==> src/rtl/systolic_ws_controller.sv <==
`default_nettype none
// ============================================================================
// Module   : systolic_ws_controller
// Function : Sequencer for a ROWS x COLS weight-stationary systolic array.
//            Drives PE control codes, buffer read strobes and result flags.
//            Optional weight reuse: define SA_CTRL_WEIGHT_REUSE_EN.
// Revision : 1.0 - initial release
// ============================================================================
module systolic_ws_controller #(
  parameter int WORD_WIDTH = 8,
  parameter int ROWS       = 4,
  parameter int COLS       = 4
) (
  input  logic                      clk,
  input  logic                      reset_n,
  input  logic                      start,
  input  logic [15:0]               num_vectors,
`ifdef SA_CTRL_WEIGHT_REUSE_EN
  input  logic                      reuse_w,
`endif
  input  logic                      abort,
  output logic                      busy,
  output logic                      done,
  output logic [2*ROWS-1:0]         row_ctrl,
  output logic                      top_d_sel,
  output logic                      w_rd_en,
  output logic [$clog2(ROWS)-1:0]   w_rd_addr,
  output logic                      a_rd_en,
  output logic [15:0]               a_rd_addr,
  output logic [ROWS-1:0]           row_a_valid,
  output logic                      out_valid,
  output logic [15:0]               out_idx
);

  localparam int              c_AW        = $clog2(ROWS);
  localparam logic [1:0]      c_PE_IDLE   = 2'b00;
  localparam logic [1:0]      c_PE_WEIGHT = 2'b01;
  localparam logic [1:0]      c_PE_MULT   = 2'b10;
  localparam logic [c_AW-1:0] c_LAST_ROW  = c_AW'(ROWS - 1);

  if (ROWS < 2 || COLS < 1 || WORD_WIDTH < 1) begin : g_param_check
    $error("systolic_ws_controller: invalid array geometry");
  end

  typedef enum logic [1:0] {S_IDLE, S_LOAD, S_COMPUTE, S_DONE} state_t;

  state_t      r_state, w_state_nxt;
  logic [16:0] r_cnt, w_cnt_nxt;
  logic [15:0] r_num, w_num;
  logic [16:0] w_last_k;
  logic        w_accept, w_zero_done, w_skip_load;
  logic [1:0]  w_idle_code;

  logic                  w_busy_nxt, w_done_nxt, w_top_sel_nxt, w_wen_nxt;
  logic                  w_aen_nxt, w_ov_nxt;
  logic [2*ROWS-1:0]     w_row_ctrl_nxt;
  logic [c_AW-1:0]       w_waddr_nxt;
  logic [15:0]           w_aaddr_nxt, w_oidx_nxt;
  logic [ROWS-1:0]       w_rav_nxt;

  // True when off <= k < n + off, evaluated without wrap at k up to 2^17-1.
  function automatic logic in_window(input logic [16:0] k, input int unsigned off,
                                     input logic [15:0] n);
    logic [17:0] d;
    d = {1'b0, k} - 18'(off);
    return !d[17] && (d[16:0] < {1'b0, n});
  endfunction

`ifdef SA_CTRL_WEIGHT_REUSE_EN
  localparam logic [1:0] c_PE_HOLD = 2'b11;
  logic r_w_loaded, w_w_loaded_nxt;

  assign w_skip_load = reuse_w & r_w_loaded;
  assign w_idle_code = w_w_loaded_nxt ? c_PE_HOLD : c_PE_IDLE;

  always_comb begin
    w_w_loaded_nxt = r_w_loaded;
    if (abort)
      w_w_loaded_nxt = 1'b0;
    else if (r_state == S_LOAD && w_state_nxt == S_COMPUTE)
      w_w_loaded_nxt = 1'b1;
  end

  always_ff @(posedge clk or negedge reset_n) begin
    if (!reset_n) r_w_loaded <= 1'b0;
    else          r_w_loaded <= w_w_loaded_nxt;
  end
`else
  assign w_skip_load = 1'b0;
  assign w_idle_code = c_PE_IDLE;
`endif

  assign w_num    = w_accept ? num_vectors : r_num;
  assign w_last_k = {1'b0, r_num} + 17'(ROWS + COLS - 2);

  always_comb begin
    w_state_nxt = r_state;
    w_cnt_nxt   = r_cnt;
    w_accept    = 1'b0;
    w_zero_done = 1'b0;
    if (abort) begin
      w_state_nxt = S_IDLE;
      w_cnt_nxt   = '0;
    end else begin
      case (r_state)
        S_IDLE: begin
          if (start) begin
            if (num_vectors == 16'd0) begin
              w_zero_done = 1'b1;
            end else begin
              w_accept    = 1'b1;
              w_cnt_nxt   = '0;
              w_state_nxt = w_skip_load ? S_COMPUTE : S_LOAD;
            end
          end
        end
        S_LOAD: begin
          if (r_cnt == 17'(ROWS - 1)) begin
            w_state_nxt = S_COMPUTE;
            w_cnt_nxt   = '0;
          end else begin
            w_cnt_nxt = r_cnt + 17'd1;
          end
        end
        S_COMPUTE: begin
          if (r_cnt == w_last_k) begin
            w_state_nxt = S_DONE;
            w_cnt_nxt   = '0;
          end else begin
            w_cnt_nxt = r_cnt + 17'd1;
          end
        end
        default: begin
          w_state_nxt = S_IDLE;
          w_cnt_nxt   = '0;
        end
      endcase
    end
  end

  // Outputs are decoded from the next state so they appear registered in-phase with it.
  always_comb begin
    w_busy_nxt     = 1'b0;
    w_done_nxt     = w_zero_done | (w_state_nxt == S_DONE);
    w_row_ctrl_nxt = {ROWS{w_idle_code}};
    w_top_sel_nxt  = 1'b0;
    w_wen_nxt      = 1'b0;
    w_waddr_nxt    = w_rd_addr;
    w_aen_nxt      = 1'b0;
    w_aaddr_nxt    = a_rd_addr;
    w_rav_nxt      = '0;
    w_ov_nxt       = 1'b0;
    w_oidx_nxt     = out_idx;
    case (w_state_nxt)
      S_LOAD: begin
        w_busy_nxt     = 1'b1;
        w_row_ctrl_nxt = {ROWS{c_PE_WEIGHT}};
        w_wen_nxt      = 1'b1;
        w_waddr_nxt    = c_LAST_ROW - w_cnt_nxt[c_AW-1:0];
      end
      S_COMPUTE: begin
        w_busy_nxt     = 1'b1;
        w_row_ctrl_nxt = {ROWS{c_PE_MULT}};
        w_top_sel_nxt  = 1'b1;
        if (in_window(w_cnt_nxt, 0, w_num)) begin
          w_aen_nxt   = 1'b1;
          w_aaddr_nxt = w_cnt_nxt[15:0];
        end
        for (int r = 0; r < ROWS; r++)
          w_rav_nxt[r] = in_window(w_cnt_nxt, r, w_num);
        if (in_window(w_cnt_nxt, ROWS, w_num)) begin
          w_ov_nxt   = 1'b1;
          w_oidx_nxt = w_cnt_nxt[15:0] - 16'(ROWS);
        end
      end
      default: ;
    endcase
  end

  always_ff @(posedge clk or negedge reset_n) begin
    if (!reset_n) begin
      r_state     <= S_IDLE;
      r_cnt       <= '0;
      r_num       <= '0;
      busy        <= 1'b0;
      done        <= 1'b0;
      row_ctrl    <= '0;
      top_d_sel   <= 1'b0;
      w_rd_en     <= 1'b0;
      w_rd_addr   <= '0;
      a_rd_en     <= 1'b0;
      a_rd_addr   <= '0;
      row_a_valid <= '0;
      out_valid   <= 1'b0;
      out_idx     <= '0;
    end else begin
      r_state     <= w_state_nxt;
      r_cnt       <= w_cnt_nxt;
      r_num       <= w_num;
      busy        <= w_busy_nxt;
      done        <= w_done_nxt;
      row_ctrl    <= w_row_ctrl_nxt;
      top_d_sel   <= w_top_sel_nxt;
      w_rd_en     <= w_wen_nxt;
      w_rd_addr   <= w_waddr_nxt;
      a_rd_en     <= w_aen_nxt;
      a_rd_addr   <= w_aaddr_nxt;
      row_a_valid <= w_rav_nxt;
      out_valid   <= w_ov_nxt;
      out_idx     <= w_oidx_nxt;
    end
  end

endmodule
`default_nettype wire

==> config.mk <==
export PLATFORM = sky130hd
export DESIGN_NAME = systolic_ws_controller
export DESIGN_NICKNAME = d
export VERILOG_FILES = /design/src/rtl/systolic_ws_controller.sv
export SDC_FILE = /design/constraint.sdc
export NUM_CORES = 1
export LEC_CHECK = 0
export BUFFER_PORTS_ARGS = -buffer_cell sky130_fd_sc_hd__buf_2
export CAP_MARGIN = 10
export CORE_MARGIN = 8
export CORE_UTILIZATION = 25
export DETAILED_ROUTE_END_ITERATION = 16
export MAX_ROUTING_LAYER = met4
export PLACE_DENSITY = 0.4
export SLEW_MARGIN = 10
export SYNTH_ARGS = -nofsm -noshare
export SYNTH_HDL_FRONTEND = slang
export SYNTH_SLANG_ARGS = --single-unit
==> constraint.sdc <==
create_clock -name clk -period 12.7 [get_ports clk]
set_clock_uncertainty 0.1 [all_clocks]
set_input_delay 1.27 -clock clk [delete_from_list [all_inputs] [get_ports clk]]
set_output_delay 1.27 -clock clk [all_outputs]
set_load 0.005 [all_outputs]
=== Word level (Yosys, flattened, before mapping) ===
Cells that the tools add are included.
Widths: inputs -> output; s select.

* Bits of input ports: 20
* Logic and storage cells: 78
* Flip-flop bits (word level): 87

* Magnitude comparators: 5
* Bitwise operators: 1
* Add/sub/neg operators: 8
* Muxes and demuxes: 30
* Reductions and logical operators: 13
* Equality and inequality tests: 7

{| class="wikitable"
|+ Operators by type and width
! operator !! count
|-
| $lt 17x16->1 || 5
|-
| $mux 17 || 5
|-
| $pmux 17 s3 || 1
|-
| $sub 17x2->18 const B || 2
|-
| $sub 17x1->18 const B || 1
|-
| $sub 17x3->18 const B || 1
|-
| $add 16x3->17 const B || 1
|-
| $add 17x1->17 const B || 1
|-
| $eq 17x17->1 || 1
|-
| $eq 17x2->1 const B || 1
|-
| $logic_not 16->1 || 1
|-
| $mux 16 || 1
|-
| $pmux 8 s2 || 1
|-
| $sub 16x3->16 const B || 1
|-
| $mux 1 || 15
|-
| $mux 2 || 5
|-
| $eq 2x2->1 const B || 3
|-
| $pmux 2 s3 || 1
|-
| $eq 2x1->1 const B || 2
|-
| $logic_and 1x1->1 || 4
|-
| $logic_not 1->1 || 4
|-
| $mux 4 || 1
|-
| $reduce_and 2->1 || 2
|-
| $logic_not 2->1 || 1
|-
| other kinds (3) || 3
|}

=== Depth between registers and ports, before layout ===
Gate-level depths: netlist of run 1.

* Depth after elaboration: 10
* Gate-level depth with buffers: 28

=== Least setup slack after synthesis of run 1 ===
Ideal clock, no wire load.

* Path type: register -> register
* Start: register r_num[1]
* End: register out_idx[10]
* Data required time: 12.475 ns
* Slack: 6.279 ns
* Setup time: 0.125 ns
* Data arrival time: 6.196 ns
* Cell stages (with the launch flop): 29
* Path through: dfrtp_1 -> inv_1 -> ha_1 -> nand4b_4 -> or4_1 -> and3_1 -> o31a_1 -> nor4_4 -> nand2b_1 -> clkbuf_1 -> o32a_1 -> ha_1 -> inv_1 -> a2111oi_2 -> nand2b_1 -> buf_2 -> or3b_2 -> xnor2_1 -> ha_1 -> a21oi_1 -> nor2b_1 -> o21ai_0 -> nand3_1 -> a21oi_1 -> o41ai_1 -> o2bb2ai_1 -> a21oi_4 -> buf_12 -> mux2_4

* Longest elaborated chain between the ends: 9

{| class="wikitable"
|+ Ends and longest elaborated chain
! element !! line !! text
|-
| start, declared || 49 || <nowiki>logic [15:0] r_num, w_num;</nowiki>
|-
| start signal, assigned || 199 || <nowiki>r_num <= w_num;</nowiki>
|-
| $add 16x3->17 || 94 || <nowiki>assign w_last_k = {1'b0, r_num} + 17'(ROWS + COLS - 2);</nowiki>
|-
| $eq 17x17->1 || 126 || <nowiki>if (r_cnt == w_last_k) begin</nowiki>
|-
| $mux 17 || 126 ||
|-
| $pmux 17 s3 || 105 || <nowiki>case (r_state)</nowiki>
|-
| $mux 17 || 101 || <nowiki>if (abort) begin</nowiki>
|-
| $sub 17x3->18 || 65 || <nowiki>d = {1'b0, k} - 18'(off);</nowiki>
|-
| $lt 17x16->1 / $logic_not 1->1 (equally long branches) || 66 || <nowiki>return !d[17] && (d[16:0] < {1'b0, n});</nowiki>
|-
| $logic_and 1x1->1 || 66 ||
|-
| $reduce_and 2->1 (no source line) || n/a ||
|-
| end signal, assigned || 210 || <nowiki>out_idx <= w_oidx_nxt;</nowiki>
|-
| end, declared || 32 || <nowiki>output logic [15:0] out_idx</nowiki>
|}

Several ways; a longest one is shown, not always the timed one.
A chain may end at the register's enable or synchronous reset.

=== Worst setup path after layout of run 1 ===
* Start: register r_num[1]
* End: register out_idx[3]

* Longest elaborated chain between the ends: 9

{| class="wikitable"
|+ Ends and longest elaborated chain
! element !! line !! text
|-
| $add 16x3->17 * || 94 ||
|-
| $eq 17x17->1 * || 126 ||
|-
| $mux 17 * || 126 ||
|-
| $pmux 17 s3 * || 105 ||
|-
| $mux 17 * || 101 ||
|-
| named net w_cnt_nxt[2] || 48 || <nowiki>logic [16:0] r_cnt, w_cnt_nxt;</nowiki>
|-
| $sub 17x3->18 || 65 ||
|-
| $lt 17x16->1 / $logic_not 1->1 (equally long branches) || 66 ||
|-
| $logic_and 1x1->1 || 66 ||
|-
| $reduce_and 2->1 (no source line) || n/a ||
|}

The timed path passes the listed nets; every way through them passes the cells marked *.

==> impl_metrics.yaml, run 1 <==
synth:
  synth_top_area_cell: "dfrtp_1"
  netlist_instances: 800
  syn_nets: 906
  synth_edf_count: 0
  ys_top_cells_by_count: "ha_1, dfrtp_1, nand2_1, xnor2_1, nor2_1"
  ys_warn_count: 0
  avgSynthCellArea_um2: 9.004
  synth-async-reset-ratio_pct: 100.0
  ys_seq_elements: 78
  yosysTopAreaCellShare_pct: 27.10
  synth.distinct_cells: 74
  synth_flop_cell: "dfrtp_1"
  syn_area_um2: 7203
  synth_area_leaders: "dfrtp_1, ha_1, xnor2_1"
  synth.most_common_cell: "ha_1"
  ys_seq_area_share_pct: 27.10
clock_tree:
  worstSkewPairLatency_ns: 0.35
  cts_resized: 0
  cts_setup_buffers: 0
  clock-sinks: 78
  cts_tree: "built"
  clock_path_buffers: 2
  htree_levels: 3
  numCtsBuffers: 9
  root_buffer: "clkbuf_16"
  clk_pin_slew_worst_paths_ns: 0.07
  cts_hold_buf: 0
pwr:
  p_leak_nw: 4.047
  power.density_nw_per_um2: 103.9
  ir_drop_uv: 71.09
detailed_routing:
  detail-route-antenna-nets: 0
  routed_wirelength_um: 25070
  drt_iter0_drc: 369
  dr_total_vias: 6206
  vias_per_cell: 4.949
  drc: 0
  drtPass1Iterations: 4
  wire_per_inst_um: 19.99
global_route:
  grt_max_degree: 43
  grt_usage_pct: 15.36
  grt_pass1_vias: 6548
  antenna_found_initial: 0
  grt_pass1_wl_um: 39240
  grt-ovfl-total: 0
critical_path:
  path_max_fanout: 17
  critPathKind: "reg2reg"
  worst-r2r-setup-slack_ns: 5.19
  cp_data_arrival_time_ns: 7.64
  worstReg2RegStart: "r_num[1]$_DFF_PN0_"
  worstSetupStartpoint: "r_num[1]$_DFF_PN0_"
  required_ns: 12.83
  r2r_cells: 26
  worst_setup_path_end_kind: "flop"
  crit_path_start_kind: "flop"
  r2r_end: "out_idx[3]$_DFFE_PN0P_"
place:
  numPortBuffers: 71
  gp_congestion: 0.9277
  place_hpwl_um: 19590
  dp_slack_ns: 5.212
finish:
  multi_input_area_um2: 4858
  syn_to_final_growth_pct: 15.36
  n_antenna_cell: 0
  seq_area_um2: 1952
  nets: 972
  drive_above_1_share_pct: 18.62
  n_fill_cell: 3115
timing:
  worst_pin_slew_ns: 0.9926
  fmax_ghz: 0.1332
  hold_viol: 0
  fin_ws_ns: 5.192
  fin_crit_sh_pct: 59.12
  finalCriticalPeriod_ns: 7.508
  slew_headroom_pct: 33.83
  setup_viol: 0
  slew_viol_final: 0
  rsz0062_at_grt: "false"
  fin_tns_setup_ns: 0
min_path:
  min_to: "a_rd_addr[4]$_DFFE_PN0P_"
  hold_start: "a_rd_addr[4]$_DFFE_PN0P_"
  hold-path-cell-count: 1
  min_path_type: "reg2reg"
run:
  cap_violations: 0
die:
  ios: 72
  chipWidth_um: 185.7
  core_um2: 28550
  die-height_um: 185.7
  initial_core_util_pct: 25.23
  design.die.area_um2: 34500
  rows: 62
outcome:
  outcome: "complete, no violations"
[worst max path at each step]
stage,end,cells past startpoint
after CTS,out_idx[3]$_DFFE_PN0P_,26
after detailed placement,out_idx[1]$_DFFE_PN0P_,26
after floorplan,out_idx[10]$_DFFE_PN0P_,28
after global placement,out_idx[0]$_DFFE_PN0P_,26
after global routing,out_idx[3]$_DFFE_PN0P_,26
final,out_idx[3]$_DFFE_PN0P_,26
[per-stage QoR]
stage	std cells	hold WS [ns]	cell area, µm²	utilization [%]	power [mW]
global route	1254	0.4201	8309	29.11	0.9269
floorplan	800	0.4042	7203	-	0.4729
detailed placement	1239	0.3877	7986	27.98	0.5718
finish	1254	0.4018	8309	29.11	0.8630
global placement	1239	0.3844	7986	27.98	0.5737
CTS	1254	0.4039	8309	29.11	0.8768
[sequential cells by signal, indices dropped and copies added, names as in the netlist]
| signal | cells |
|---|---|
| out_valid | 1 |
| busy | 1 |
| done | 1 |
| w_rd_addr | 2 |
| a_rd_addr | 16 |
| r_state | 2 |
| out_idx | 16 |
| r_num | 16 |
| r_cnt | 17 |
| row_a_valid | 4 |
| row_ctrl | 2 |
[cell usage in the layout, fill, tap and decap left out, types with 10 or more instances in the layout]
cell type	Yosys	layout
a21oi_1	38	38
buf_2	5	70
o21ai_0	30	30
buf_4	14	25
xnor2_1	53	53
nor2b_1	22	22
ha_1	86	86
nand4_1	21	21
xor2_1	25	25
nor2_1	44	44
and3_1	10	10
mux2_2	24	24
nor3_1	20	20
nand2b_1	18	18
nand3_1	18	18
nand2_1	61	61
mux2i_1	17	17
nor4_1	14	14
inv_1	41	41
a21o_1	21	21
dfrtp_1	78	78
[cell type report]
class,count,share of cell area [%]
tap,384,5.782
timing repair buffer,95,6.475
sequential,78,23.49
clock buffer,10,2.876
inverter,42,1.897
clock inverter,5,1.009
multi-input combinational,640,58.47
[per-layer routing]
layer	wire length, µm	vias up	share of wire (%)	track usage (%)
met1	12230	3027	49	20.62
li1	-	3004	-	-
met5	0	-	0	-
met2	11330	150	45	23.71
met3	1137	25	4.5	2.733
met4	366	0	1.5	3.620
[logic make-up (layout without fill, tap and decap cells)]
group	count (synthesis)	count (layout)	synth area share, %
adders and majority gates	86	86	14.94
buffers and inverters	82	152	5.524
AOI/OAI and AO/OA	159	159	14.97
DFF	78	78	27.10
and+or+nand+nor	267	267	19.99
xor gates and xnor gates	78	78	9.484
muxes	50	50	7.990
[power breakdown]
part	switching (mW)	internal, mW
Sequential	0.0220	0.260
Combinational	0.166	0.118
Clock	0.120	0.177
[critical path, stage by stage (launching register included)]
cell	delay [ns]
dfrtp_1	0.42
inv_1	0.07
ha_1	0.26
nand4b_4	0.22
or4_1	0.48
and3_1	0.17
o31a_1	0.37
nor4_1	0.66
o22ai_1	0.15
buf_4	0.22
inv_1	0.24
ha_1	0.27
inv_1	0.10
a2111oi_2	0.43
nand2b_1	0.33
or3b_2	0.57
xnor2_1	0.24
ha_1	0.29
a21oi_1	0.13
nor2b_1	0.05
o21ai_0	0.14
nand3_1	0.09
a21oi_1	0.12
o41ai_1	0.09
o2bb2ai_1	0.17
a21oi_4	0.58
mux2_2	0.41
(Power assumes the default switching activity.)
==> run 2: changes to the inputs <==
--- a/config.mk
+++ b/config.mk
@@ -11,7 +11,7 @@
 export CORE_UTILIZATION = 25
 export DETAILED_ROUTE_END_ITERATION = 16
 export MAX_ROUTING_LAYER = met4
-export PLACE_DENSITY = 0.4
+export PLACE_DENSITY = 0.42
 export SLEW_MARGIN = 10
 export SYNTH_ARGS = -nofsm -noshare
 export SYNTH_HDL_FRONTEND = slang
==> constraint.sdc (replaced) <==
create_clock -name clk -period 6.36 [get_ports clk]
set_clock_uncertainty 0.1 [all_clocks]
set_input_delay 0.636 -clock clk [delete_from_list [all_inputs] [get_ports clk]]
set_output_delay 0.636 -clock clk [all_outputs]
set_load 0.005 [all_outputs]
==> impl_metrics.yaml, run 2 (synthesized netlist as in run 1, its figures left out) <==
critical_path:
  cpMostUsedCell: "ha_1"
  cpPeakStageDelay_ns: 0.52
  cp_data_arrival_time_ns: 6.03
  crit_path_top_delay_cell: "or4_4"
  worst_path_dominant_cell_family: "simple AND/OR/NAND/NOR gates"
  required_ns: 6.49
  path_max_fanout: 17
  crit_path_start_kind: "flop"
  critical_path.n_buffers_inverters: 3
  critPathKind: "reg2reg"
  worst_setup_path_end_kind: "flop"
timing:
  fin_ws_ns: 0.4639
  finalCriticalPeriod_ns: 5.896
  slew_viol_final: 0
  rsz0062_at_grt: "false"
  slew_headroom_pct: 44.97
  fin_crit_sh_pct: 92.71
  setup_viol: 0
  hold_viol: 0
  holdWs_ns: 0.1115
  worst_pin_slew_ns: 0.8024
  fin_tns_setup_ns: 0
  fmax_ghz: 0.1696
finish:
  layout_common_cells: "ha_1, dfrtp_1, buf_2, nand2_1, buf_4"
  final_area_um2: 8561
  final_util_pct: 29.99
  n_antenna_cell: 0
  nets: 1004
  stdcell_count: 1287
  n_fill_cell: 3134
  final_common_cell: "ha_1"
  drive_above_1_share_pct: 22.04
  max_flop_register: "r_cnt"
  largest_reg_flops: 17
  syn_to_final_growth_pct: 18.85
global_route:
  grt_max_degree: 50
  antenna_found_initial: 0
  grt_pass1_wl_um: 38970
  grt_usage_pct: 15.37
  grt_pass1_vias: 6497
  grt-ovfl-total: 0
place:
  dp_slack_ns: 0.1375
  place_hpwl_um: 20830
  placed_cells: 1268
  gp_congestion: 0.8800
  numPortBuffers: 71
  place_area_um2: 8217
pwr:
  p_leak_nw: 4.201
  ir_drop_uv: 90.45
  power.density_nw_per_um2: 194.9
  finalPower_mw: 1.668
clock_tree:
  clock_path_buffers: 2
  htree_levels: 3
  cts_hold_buf: 0
  clock-sinks: 78
  cts_tree: "built"
  worstSkewPairLatency_ns: 0.35
  root_buffer: "clkbuf_16"
  clk_pin_slew_worst_paths_ns: 0.07
  numCtsBuffers: 9
die:
  ios: 72
  chipWidth_um: 185.7
  die-height_um: 185.7
  initial_core_util_pct: 25.23
  design.die.area_um2: 34500
  core_um2: 28550
  rows: 62
detailed_routing:
  wire_per_inst_um: 19.74
  drtPass1Iterations: 5
  routed_wirelength_um: 25410
  detail-route-antenna-nets: 0
  dr_total_vias: 6375
  vias_per_cell: 4.953
  drt_iter0_drc: 465
  drc: 0
min_path:
  min_path_type: "in2async"
run:
  cap_violations: 0
outcome:
  outcome: "complete, no violations"
==> run 2: power by group <==
group	internal, mW	total [mW]	switching (mW)
logic	0.250	0.603	0.353
clock network	0.276	0.507	0.231
registers	0.520	0.559	0.0389
==> run 2: timing repair <==
item / CTS / global route
endpoints found under the hold margin: 0 / 0
buffers inserted: 0 / 3
gates resized for setup: 0 / 7
endpoints found under the setup margin: 0 / 16
==> run 2: layout make-up <==
cell class / count / area, µm² / share of cell area [%]
tap: 384 / 480.5 / 5.612
timing repair buffer: 127 / 790.8 / 9.237
clock inverter: 5 / 33.78 / 0.3946
sequential: 78 / 1952 / 22.80
inverter: 42 / 157.7 / 1.842
multi-input combinational: 640 / 4903 / 57.28
clock buffer: 11 / 242.7 / 2.835
==> run 2: layer usage <==
layer  GRT usage, %  part of all wire (%)  up-vias
li1               -                     -     3081
met1          21.67                    51     3091
met2          22.85                    43      177
met3          2.011                   4.3       26
met4          3.874                   1.7        0
met5              -                     0        -
==> run 2: path summary, 6_finish.rpt <==
kind	startpoint	to	slack, ns	cells after the start
max in group asynchronous	reset_n	r_num[2]$_DFF_PN0_	5.00	2
min in group clk	a_rd_addr[3]$_DFFE_PN0P_	a_rd_addr[3]$_DFFE_PN0P_	0.40	1
max	r_num[1]$_DFF_PN0_	out_idx[6]$_DFFE_PN0P_	0.46	26
min	reset_n	a_rd_addr[10]$_DFFE_PN0P_	0.11	1
min reg2reg	a_rd_addr[3]$_DFFE_PN0P_	a_rd_addr[3]$_DFFE_PN0P_	0.40	1
max reg2reg	r_num[1]$_DFF_PN0_	out_idx[6]$_DFFE_PN0P_	0.46	26
